--- config.mk ---
export PLATFORM = sky130hd
export DESIGN_NAME = wb_uart_bridge
export DESIGN_NICKNAME = d
export VERILOG_FILES = /design/src/rtl/wb_uart_bridge.sv
export SDC_FILE = /design/constraint.sdc
export NUM_CORES = 1
export LEC_CHECK = 0
export ABC_AREA = 0
export CAP_MARGIN = 20
export CORE_MARGIN = 2
export CORE_UTILIZATION = 59
export CTS_CLUSTER_DIAMETER = 80
export DETAILED_ROUTE_END_ITERATION = 12
export PLACE_DENSITY = 0.8
export SYNTH_ARGS = -nofsm -noshare
export SYNTH_HDL_FRONTEND = slang
export SYNTH_SLANG_ARGS = --single-unit
--- constraint.sdc ---
create_clock -name clk -period 3.1 [get_ports clk]
set_input_delay 0.62 -clock clk [delete_from_list [all_inputs] [get_ports clk]]
set_output_delay 0.62 -clock clk [all_outputs]
set_load 0.02 [all_outputs]
--- src/rtl/wb_uart_bridge.sv ---
// wb_uart_bridge: Wishbone classic slave feeding UartTop.
// Bus writes go into a TX FIFO that a small FSM hands to UartTop over its
// valid/busy handshake. Received bytes land in a one-deep holding register.
// Optional feature macro: WB_UART_IRQ_EN adds the irq output and the
// interrupt-enable bits in CTRL.
//
// Handshakes:
//  - Wishbone: a request is cyc & stb & !ack. ack is registered one cycle
//    after the request and lasts exactly one cycle. Every side effect
//    (push, pop, flag clear) happens on the edge that registers ack.
//  - UartTop TX: in PRESENT, uart_tx_valid follows uart_tx_busy
//    combinationally. A cycle with busy low is the acceptance, and valid
//    drops in that same cycle so one byte can never be taken twice.
//  - UartTop RX: uart_rx_valid is a one-cycle pulse per received byte.
module wb_uart_bridge #(
  parameter int TX_FIFO_DEPTH = 16,
  parameter int TX_AW         = 4
) (
  input  logic       clk,
  input  logic       rst,
  input  logic       wb_cyc_i,
  input  logic       wb_stb_i,
  input  logic       wb_we_i,
  input  logic [1:0] wb_adr_i,
  input  logic [7:0] wb_dat_i,
  output logic [7:0] wb_dat_o,
  output logic       wb_ack_o,
  output logic [7:0] uart_tx_data,
  output logic       uart_tx_valid,
  input  logic       uart_tx_busy,
  input  logic [7:0] uart_rx_data,
  input  logic       uart_rx_valid,
`ifdef WB_UART_IRQ_EN
  output logic       irq,
`endif
  output logic [1:0] dbg_tx_state
);

  typedef enum logic [1:0] {
    S_IDLE    = 2'd0,
    S_PRESENT = 2'd1,
    S_GAP     = 2'd2
  } tx_state_t;

  localparam logic [TX_AW:0]   FULL_CNT = (TX_AW+1)'(TX_FIFO_DEPTH);
  localparam logic [TX_AW:0]   CNT_ONE  = (TX_AW+1)'(1);
  localparam logic [TX_AW-1:0] PTR_ONE  = TX_AW'(1);

  tx_state_t state, state_n;

  logic [7:0]       mem [TX_FIFO_DEPTH];
  logic [TX_AW-1:0] wr_ptr, rd_ptr;
  logic [TX_AW:0]   count;
  logic             tx_full, tx_empty, tx_active;
  logic             tx_push_req, tx_push, tx_pop;

  logic       rx_full, rx_overrun, tx_overflow;
  logic [7:0] rx_data;

  logic       req, wr, rd, ctrl_wr, rx_pop;
  logic [7:0] rd_mux, status, ctrl_rd;

  assign req     = wb_cyc_i & wb_stb_i & ~wb_ack_o;
  assign wr      = req & wb_we_i;
  assign rd      = req & ~wb_we_i;
  assign ctrl_wr = wr & (wb_adr_i == 2'd3);
  assign rx_pop  = rd & (wb_adr_i == 2'd1) & rx_full;

  assign tx_full     = (count == FULL_CNT);
  assign tx_empty    = (count == '0);
  assign tx_active   = (state != S_IDLE);
  assign tx_push_req = wr & (wb_adr_i == 2'd0);
  assign tx_push     = tx_push_req & ~tx_full;

  assign status       = {2'b00, tx_active, tx_overflow, rx_overrun, rx_full, tx_empty, tx_full};
  assign dbg_tx_state = state;

  // Register read mux, sampled on the request cycle
  always_comb begin
    rd_mux = 8'h00;
    case (wb_adr_i)
      2'd0:    rd_mux = 8'h00;
      2'd1:    rd_mux = rx_full ? rx_data : 8'h00;
      2'd2:    rd_mux = status;
      2'd3:    rd_mux = ctrl_rd;
      default: rd_mux = 8'h00;
    endcase
  end

  // Wishbone acknowledge and registered read data
  always_ff @(posedge clk or posedge rst) begin
    if (rst) begin
      wb_ack_o <= 1'b0;
      wb_dat_o <= 8'h00;
    end else begin
      wb_ack_o <= req;
      wb_dat_o <= rd ? rd_mux : 8'h00;
    end
  end

  // FIFO storage: data only, no reset needed
  always_ff @(posedge clk) begin
    if (tx_push) mem[wr_ptr] <= wb_dat_i;
  end

  // FIFO pointers and fill count
  always_ff @(posedge clk or posedge rst) begin
    if (rst) begin
      wr_ptr <= '0;
      rd_ptr <= '0;
      count  <= '0;
    end else begin
      if (tx_push) wr_ptr <= wr_ptr + PTR_ONE;
      if (tx_pop)  rd_ptr <= rd_ptr + PTR_ONE;
      if (tx_push && !tx_pop)      count <= count + CNT_ONE;
      else if (tx_pop && !tx_push) count <= count - CNT_ONE;
    end
  end

  // TX FSM state register and the byte latched for UartTop
  always_ff @(posedge clk or posedge rst) begin
    if (rst) begin
      state        <= S_IDLE;
      uart_tx_data <= 8'h00;
    end else begin
      state <= state_n;
      if (tx_pop) uart_tx_data <= mem[rd_ptr];
    end
  end

  // TX FSM next state; valid is gated by busy so it falls on acceptance
  always_comb begin
    state_n       = state;
    tx_pop        = 1'b0;
    uart_tx_valid = 1'b0;
    case (state)
      S_IDLE: begin
        if (!tx_empty) begin
          tx_pop  = 1'b1;
          state_n = S_PRESENT;
        end
      end
      S_PRESENT: begin
        uart_tx_valid = uart_tx_busy;
        if (!uart_tx_busy) state_n = S_GAP;
      end
      S_GAP:   state_n = S_IDLE;
      default: state_n = S_IDLE;
    endcase
  end

  // RX holding register; a same-cycle pop makes room for the new byte
  always_ff @(posedge clk or posedge rst) begin
    if (rst) begin
      rx_full <= 1'b0;
      rx_data <= 8'h00;
    end else if (uart_rx_valid) begin
      rx_full <= 1'b1;
      rx_data <= uart_rx_data;
    end else if (rx_pop) begin
      rx_full <= 1'b0;
    end
  end

  // Sticky error flags; a new event wins over a clear in the same cycle
  always_ff @(posedge clk or posedge rst) begin
    if (rst) begin
      rx_overrun  <= 1'b0;
      tx_overflow <= 1'b0;
    end else begin
      if (uart_rx_valid && rx_full && !rx_pop) rx_overrun <= 1'b1;
      else if (ctrl_wr && wb_dat_i[0])         rx_overrun <= 1'b0;
      if (tx_push_req && tx_full)              tx_overflow <= 1'b1;
      else if (ctrl_wr && wb_dat_i[1])         tx_overflow <= 1'b0;
    end
  end

`ifdef WB_UART_IRQ_EN
  logic irq_en_rx, irq_en_tx;

  assign ctrl_rd = {6'b0, irq_en_rx, irq_en_tx};

  // Interrupt enables loaded on every CTRL write; irq output registered
  always_ff @(posedge clk or posedge rst) begin
    if (rst) begin
      irq_en_rx <= 1'b0;
      irq_en_tx <= 1'b0;
      irq       <= 1'b0;
    end else begin
      if (ctrl_wr) begin
        irq_en_tx <= wb_dat_i[2];
        irq_en_rx <= wb_dat_i[3];
      end
      irq <= (irq_en_rx & rx_full) | (irq_en_tx & tx_empty & ~tx_active) |
             rx_overrun | tx_overflow;
    end
  end
`else
  assign ctrl_rd = 8'h00;
`endif

endmodule

# Yosys cells after proc, flatten, opt, wreduce, memory -nomap -nowiden
# Memories as Yosys holds them, arrays and structs flattened. A register that Yosys moved wholly into a read port is not among the register bits.
# Cells that the tools add are included.
# Widths: inputs -> output; s select.
[totals] output_inout_bits=20 mem_count=1 ram_bits=128 ff_bits=35 wordCells=73 in_bits=25
[op_classes] bitwise_logic=12 n_mux=19 reduce_logical=20 add_sub_neg=4 n_eq_ne=7
[memory_table] name="mem" words=16 width=8 rd=1 rd_clocked_by_memory_dff=1 write_ports=1 line="51" text="logic [7:0] mem [TX_FIFO_DEPTH];"
[op_table] op="$pmux 8 s3" n=1
[op_table] op="$mux 8" n=2
[op_table] op="$mux 1" n=11
[op_table] op="$mux 5" n=2
[op_table] op="$reduce_bool 2->1" n=5
[op_table] op="$and 1x1->1" n=9
[op_table] op="$add 4x1->4 const B" n=2
[op_table] op="$logic_and 1x1->1" n=7
[op_table] op="$add 5x1->5 const B" n=1
[op_table] op="$eq 5x5->1 const B" n=1
[op_table] op="$logic_not 5->1" n=1
[op_table] op="$sub 5x1->5 const B" n=1
[op_table] op="$eq 2x1->1 const B" n=2
[op_table] op="$eq 2x2->1 const B" n=2
[op_table] op="$logic_not 2->1" n=2
[op_table] op="$mux 2" n=2
[op_table] op="$ne 2x2->1 const B" n=2
[op_table] op="$pmux 2 s2" n=1
[op_table] op="$logic_not 1->1" n=3
[op_table] op="$not 1->1" n=3
[op_table] op="$reduce_and 2->1" n=1
[op_table] op="$reduce_or 2->1" n=1

# Logic depth before layout (Yosys ltp)
[depth] word_depth=9 depth_mapped=10 mapped_depth_nobuf=9

# Least setup slack after synthesis
# Ideal clock, no wire load.
[synth_timing] path_type="input to register" start="input wb_stb_i" end="register count[4]" setup_slack_ps=293 path_stages=9 t_arrival_ps=2727 n_path_buf=0 required_ps=3020 cell_sequence="nand3b_1 -> a2111oi_4 -> ha_1 -> inv_1 -> fa_1 -> a21o_1 -> a21oi_1 -> mux2i_1 -> xnor2_1"
[synth_via] elab_chain_len=8
[synth_rtl] element="start, declared" line="22" text="input logic wb_stb_i,"
[synth_rtl] element="$and 1x1->1 * (2 in series)" line="63" text="assign req = wb_cyc_i & wb_stb_i & ~wb_ack_o;"
[synth_rtl] element="$and 1x1->1 *" line="64" text="assign wr = req & wb_we_i;"
[synth_rtl] element="$and 1x1->1 *" line="72" text="assign tx_push_req = wr & (wb_adr_i == 2'd0);"
[synth_rtl] element="$and 1x1->1 *" line="73" text="assign tx_push = tx_push_req & ~tx_full;"
[synth_rtl] element="named net tx_push" line="55" text="logic tx_push_req, tx_push, tx_pop;"
[synth_rtl] element="$logic_not 1->1" line="116" text="else if (tx_pop && !tx_push) count <= count - CNT_ONE;"
[synth_rtl] element="$logic_and 1x1->1" line="116"
[synth_rtl] element="$reduce_bool 2->1 (no line)"
[synth_rtl] element="end signal, assigned" line="115" text="if (tx_push && !tx_pop) count <= count + CNT_ONE;"
[synth_rtl] element="end signal, assigned" line="116"
[synth_rtl] element="end, declared" line="53" text="logic [TX_AW:0] count;"
# The timed path passes the listed nets; every way through them passes the cells marked *.
# A chain may end at the register's enable or synchronous reset.

# Final worst setup path
[layout_timing] start="input wb_cyc_i" end="register count[4]"
[layout_via] elab_chain_len=8
[layout_rtl] element="start, declared" line="21" text="input logic wb_cyc_i,"
[layout_rtl] element="$and 1x1->1 * (2 in series)" line="63"
[layout_rtl] element="$and 1x1->1 *" line="64"
[layout_rtl] element="$and 1x1->1 *" line="72"
[layout_rtl] element="$and 1x1->1 *" line="73"
[layout_rtl] element="named net tx_push" line="55"
[layout_rtl] element="$logic_not 1->1" line="116"
[layout_rtl] element="$logic_and 1x1->1" line="116"
[layout_rtl] element="$reduce_bool 2->1 (no line)"
# Marks and branches as above.

==> results.py <==
metrics = {
    "status": {
        "outcome": "completed",
    },
    "die": {
        "coreArea_um2": 11500,
        "dieArea_um2": 12600,
        "num_io_pins": 45,
        "die_h_um": 112,
        "rows": 39,
        "initial_core_util_pct": 60.5,
        "die_w_um": 112,
    },
    "timing": {
        "rsz0062_at_grt": "false",
        "fmax_mhz": 359,
        "finalSetupTns_ps": 0,
        "final.min_clock_period_ps": 2790,
        "tightest_slew_ps": 815,
        "post-route-period-util_pct": 89.9,
        "slew_headroom_pct": 45.7,
        "setup_viol": 0,
        "report.final.slew_viol_count": 0,
        "skew_ps": 4.41,
        "hold_viol": 0,
        "hold_slack_ps": 484,
    },
    "cts": {
        "cts_made_buffers": 17,
        "clkSinkCount": 171,
        "cts_hold_buf": 0,
        "cts_setup_buffers": 0,
        "cts_max_level": 4,
        "clk_latency_ps": 420,
        "clk_path_buf_depth": 2,
        "cts-root-buf": "clkbuf_16",
        "post_cts_resized": 0,
        "tritoncts": "built",
        "cts.clk_slew.worst_paths_ps": 60,
    },
    "global_route": {
        "grt_use_total_pct": 22.2,
        "grt_pass1_vias": 3776,
        "grt_max_degree": 35,
        "grt_pass1_wl_um": 20400,
        "overflow": 0,
        "antenna_found_initial": 0,
    },
    "power_and_ir_drop": {
        "leakagePower_nw": 2.96,
        "p_switching_mw": 2.01,
        "p_seq_share_pct": 43.6,
        "sw_frac_of_total_pct": 29.8,
        "power.density_nw_per_um2": 825,
        "ir_drop_uv": 719,
        "power_frac_clock_pct": 29.0,
        "internal_power_mw": 4.73,
        "pwr-share-comb_pct": 27.4,
    },
    "critical_path": {
        "cpLargestDelayFamily": "compound AO/OA/AOI/OAI gates",
        "worst-path-stages": 10,
        "cp.arrival_ps": 3140,
        "reg2reg_slack_ps": 350,
        "critPathCapture": "count[4]",
        "worst-setup-path-type": "input port to register",
        "max_stage_delay_ps": 480,
        "critPathRequiredTime_ps": 3450,
        "path_buf_inv": 2,
        "slowest_stage": "clkdlybuf4s50_1",
        "worst_r2r_path_depth": 9,
        "startpoint": "wb_cyc_i",
        "crit-reg2reg-launch": "count[0]",
        "r2r_end": "count[4]",
        "crit_chain": "clkdlybuf4s50_1, nand3b_1, a2111oi_4, ha_1, inv_1, fa_1, a21o_1, a21oi_1, mux2i_1, xnor2_1",
        "critPathCaptureType": "register",
        "crit_fanout": 4,
        "cp-start-kind": "input port",
    },
    "final_layout": {
        "syn_to_final_growth_pct": 17.7,
        "multiInputGateArea_um2": 1860,
        "nFillCells": 695,
        "utilization_pct": 71.2,
        "nets": 477,
        "antenna_cells": 0,
        "post_route_cells_drive_above_1_share_pct": 20.7,
        "regArea_um2": 4920,
        "final_area_um2": 8170,
    },
    "place": {
        "gp_congestion": 0.783,
        "place_hpwl_um": 8310,
        "portBuffers": 44,
        "dpl_cell_area_um2": 7620,
    },
    "synthesis": {
        "ys_types": 47,
        "synthTopCellsByCount": "128 x edfxtp_1, 43 x dfrtp_1, 24 x mux4_2",
        "syn_inst": 373,
        "synth_top_area_share_pct": 55.4,
        "synth.avg_cell_area_um2": 18.6,
        "syn_area_um2": 6940,
        "synth_async_sr_flop_share_pct": 25.1,
        "ys_warn_count": 0,
        "synth_flop_cell": "edfxtp_1",
        "yosysTopAreaCell": "edfxtp_1",
        "synth-edff-count": 128,
        "yosysMostFrequentCell": "edfxtp_1",
        "netlist_top_cells_area": "edfxtp_1 55%, dfrtp_1 16%, mux4_2 7.8%",
        "ys_ff_latch": 171,
        "synthesis.nets": 408,
        "ys_seq_area_share_pct": 70.9,
    },
    "detailed_routing": {
        "remaining_drc_errors": 0,
        "vias": 3576,
        "vias_per_cell": 5.98,
        "routed_wl_um": 12700,
        "drt_iter0_drc": 241,
        "dr.pass1.iters": 4,
        "wl_per_cell_um": 21.3,
        "postRouteAntennaNets": 0,
    },
    "worst_hold_path": {
        "hold_path_class": "register to register",
        "whs_path_depth": 1,
    },
    "flow_run": {
        "drv_cap": 0,
    },
}
-- sequential cells by signal, summed over array words and instances, names as in the netlist --
register,flops
rd_ptr,4
tx_overflow,1
mem,128
dbg_tx_state,2
wb_dat_o,8
rx_full,1
rx_overrun,1
count,5
wr_ptr,4
uart_tx_data,8
wb_ack_o,1
rx_data,8
-- worst min-delay path by stage --
| stage | slack [ps] | to | start |
|---|---|---|---|
| floorplan | 450 | wb_dat_o[0] | rx_data[0] |
| CTS | 490 | wb_dat_o[5] | rx_data[5] |
| detailed placement | 480 | dbg_tx_state[1] | dbg_tx_state[1] |
| global route | 500 | wb_dat_o[5] | rx_data[5] |
| global placement | 470 | wb_dat_o[5] | rx_data[5] |
| finish | 480 | wb_dat_o[5] | rx_data[5] |
-- metal layers --
layer	GRT usage, %	routed length, um	vias to the layer above
met5	0	0	-
met4	7.97	285	0
met3	7.02	689	26
met2	36.1	6620	117
met1	28.7	5150	1826
li1	-	-	1607
-- layout by cell type (no fill, tap or decap), types with 11 or more instances in the layout --
master	netlist	layout
a21oi_1	11	11
a22o_1	11	11
and2_1	12	12
buf_4	2	23
clkbuf_16	0	17
clkdlybuf4s50_1	0	44
dfrtp_1	43	42
edfxtp_1	128	128
mux4_2	24	24
nor2_1	11	11
-- cell type report --
cell class              instances  share of cell area [%]
inverters                      11                   0.506
clock buffers                  17                    5.21
clock inverters                15                    1.52
multi-input cells             174                    22.8
well taps                     143                    2.19
repair buffers                 67                    7.51
flip-flops and latches        171                    60.2
-- power by group through the flow --
| stage | clock, mW | combinational [mW] | sequential (mW) |
|---|---|---|---|
| 6_report | 1.95 | 1.85 | 2.94 |
| 3_5_place_dp | 0 | 1.84 | 2.99 |
| 4_1_cts | 1.98 | 1.86 | 2.94 |
| 2_1_floorplan | 0 | 1.41 | 2.89 |
| 5_1_grt | 2.07 | 2.01 | 2.97 |
| 3_3_place_gp | 0 | 1.79 | 2.97 |
-- cells by family (layout without fill, tap and decap cells) --
family,Yosys count,in the layout,synth area share (%)
and+or+nand+nor,60,60,5.03
DFF,171,171,70.9
muxes,51,51,13.7
AOI/OAI and AO/OA,43,43,4.92
adders and majority gates,10,10,1.91
buffers and inverters,28,110,2.20
xor gates and xnor gates,10,10,1.26
-- through the flow --
step,setup WS [ps],total power [mW],instances
final,312,6.74,598
after global routing,177,7.05,598
after CTS,330,6.79,598
after detailed placement,-123,4.83,566
after global placement,10.5,4.76,566
after floorplan,293,4.29,373
Note: power is estimated with default switching activity, not from simulation.
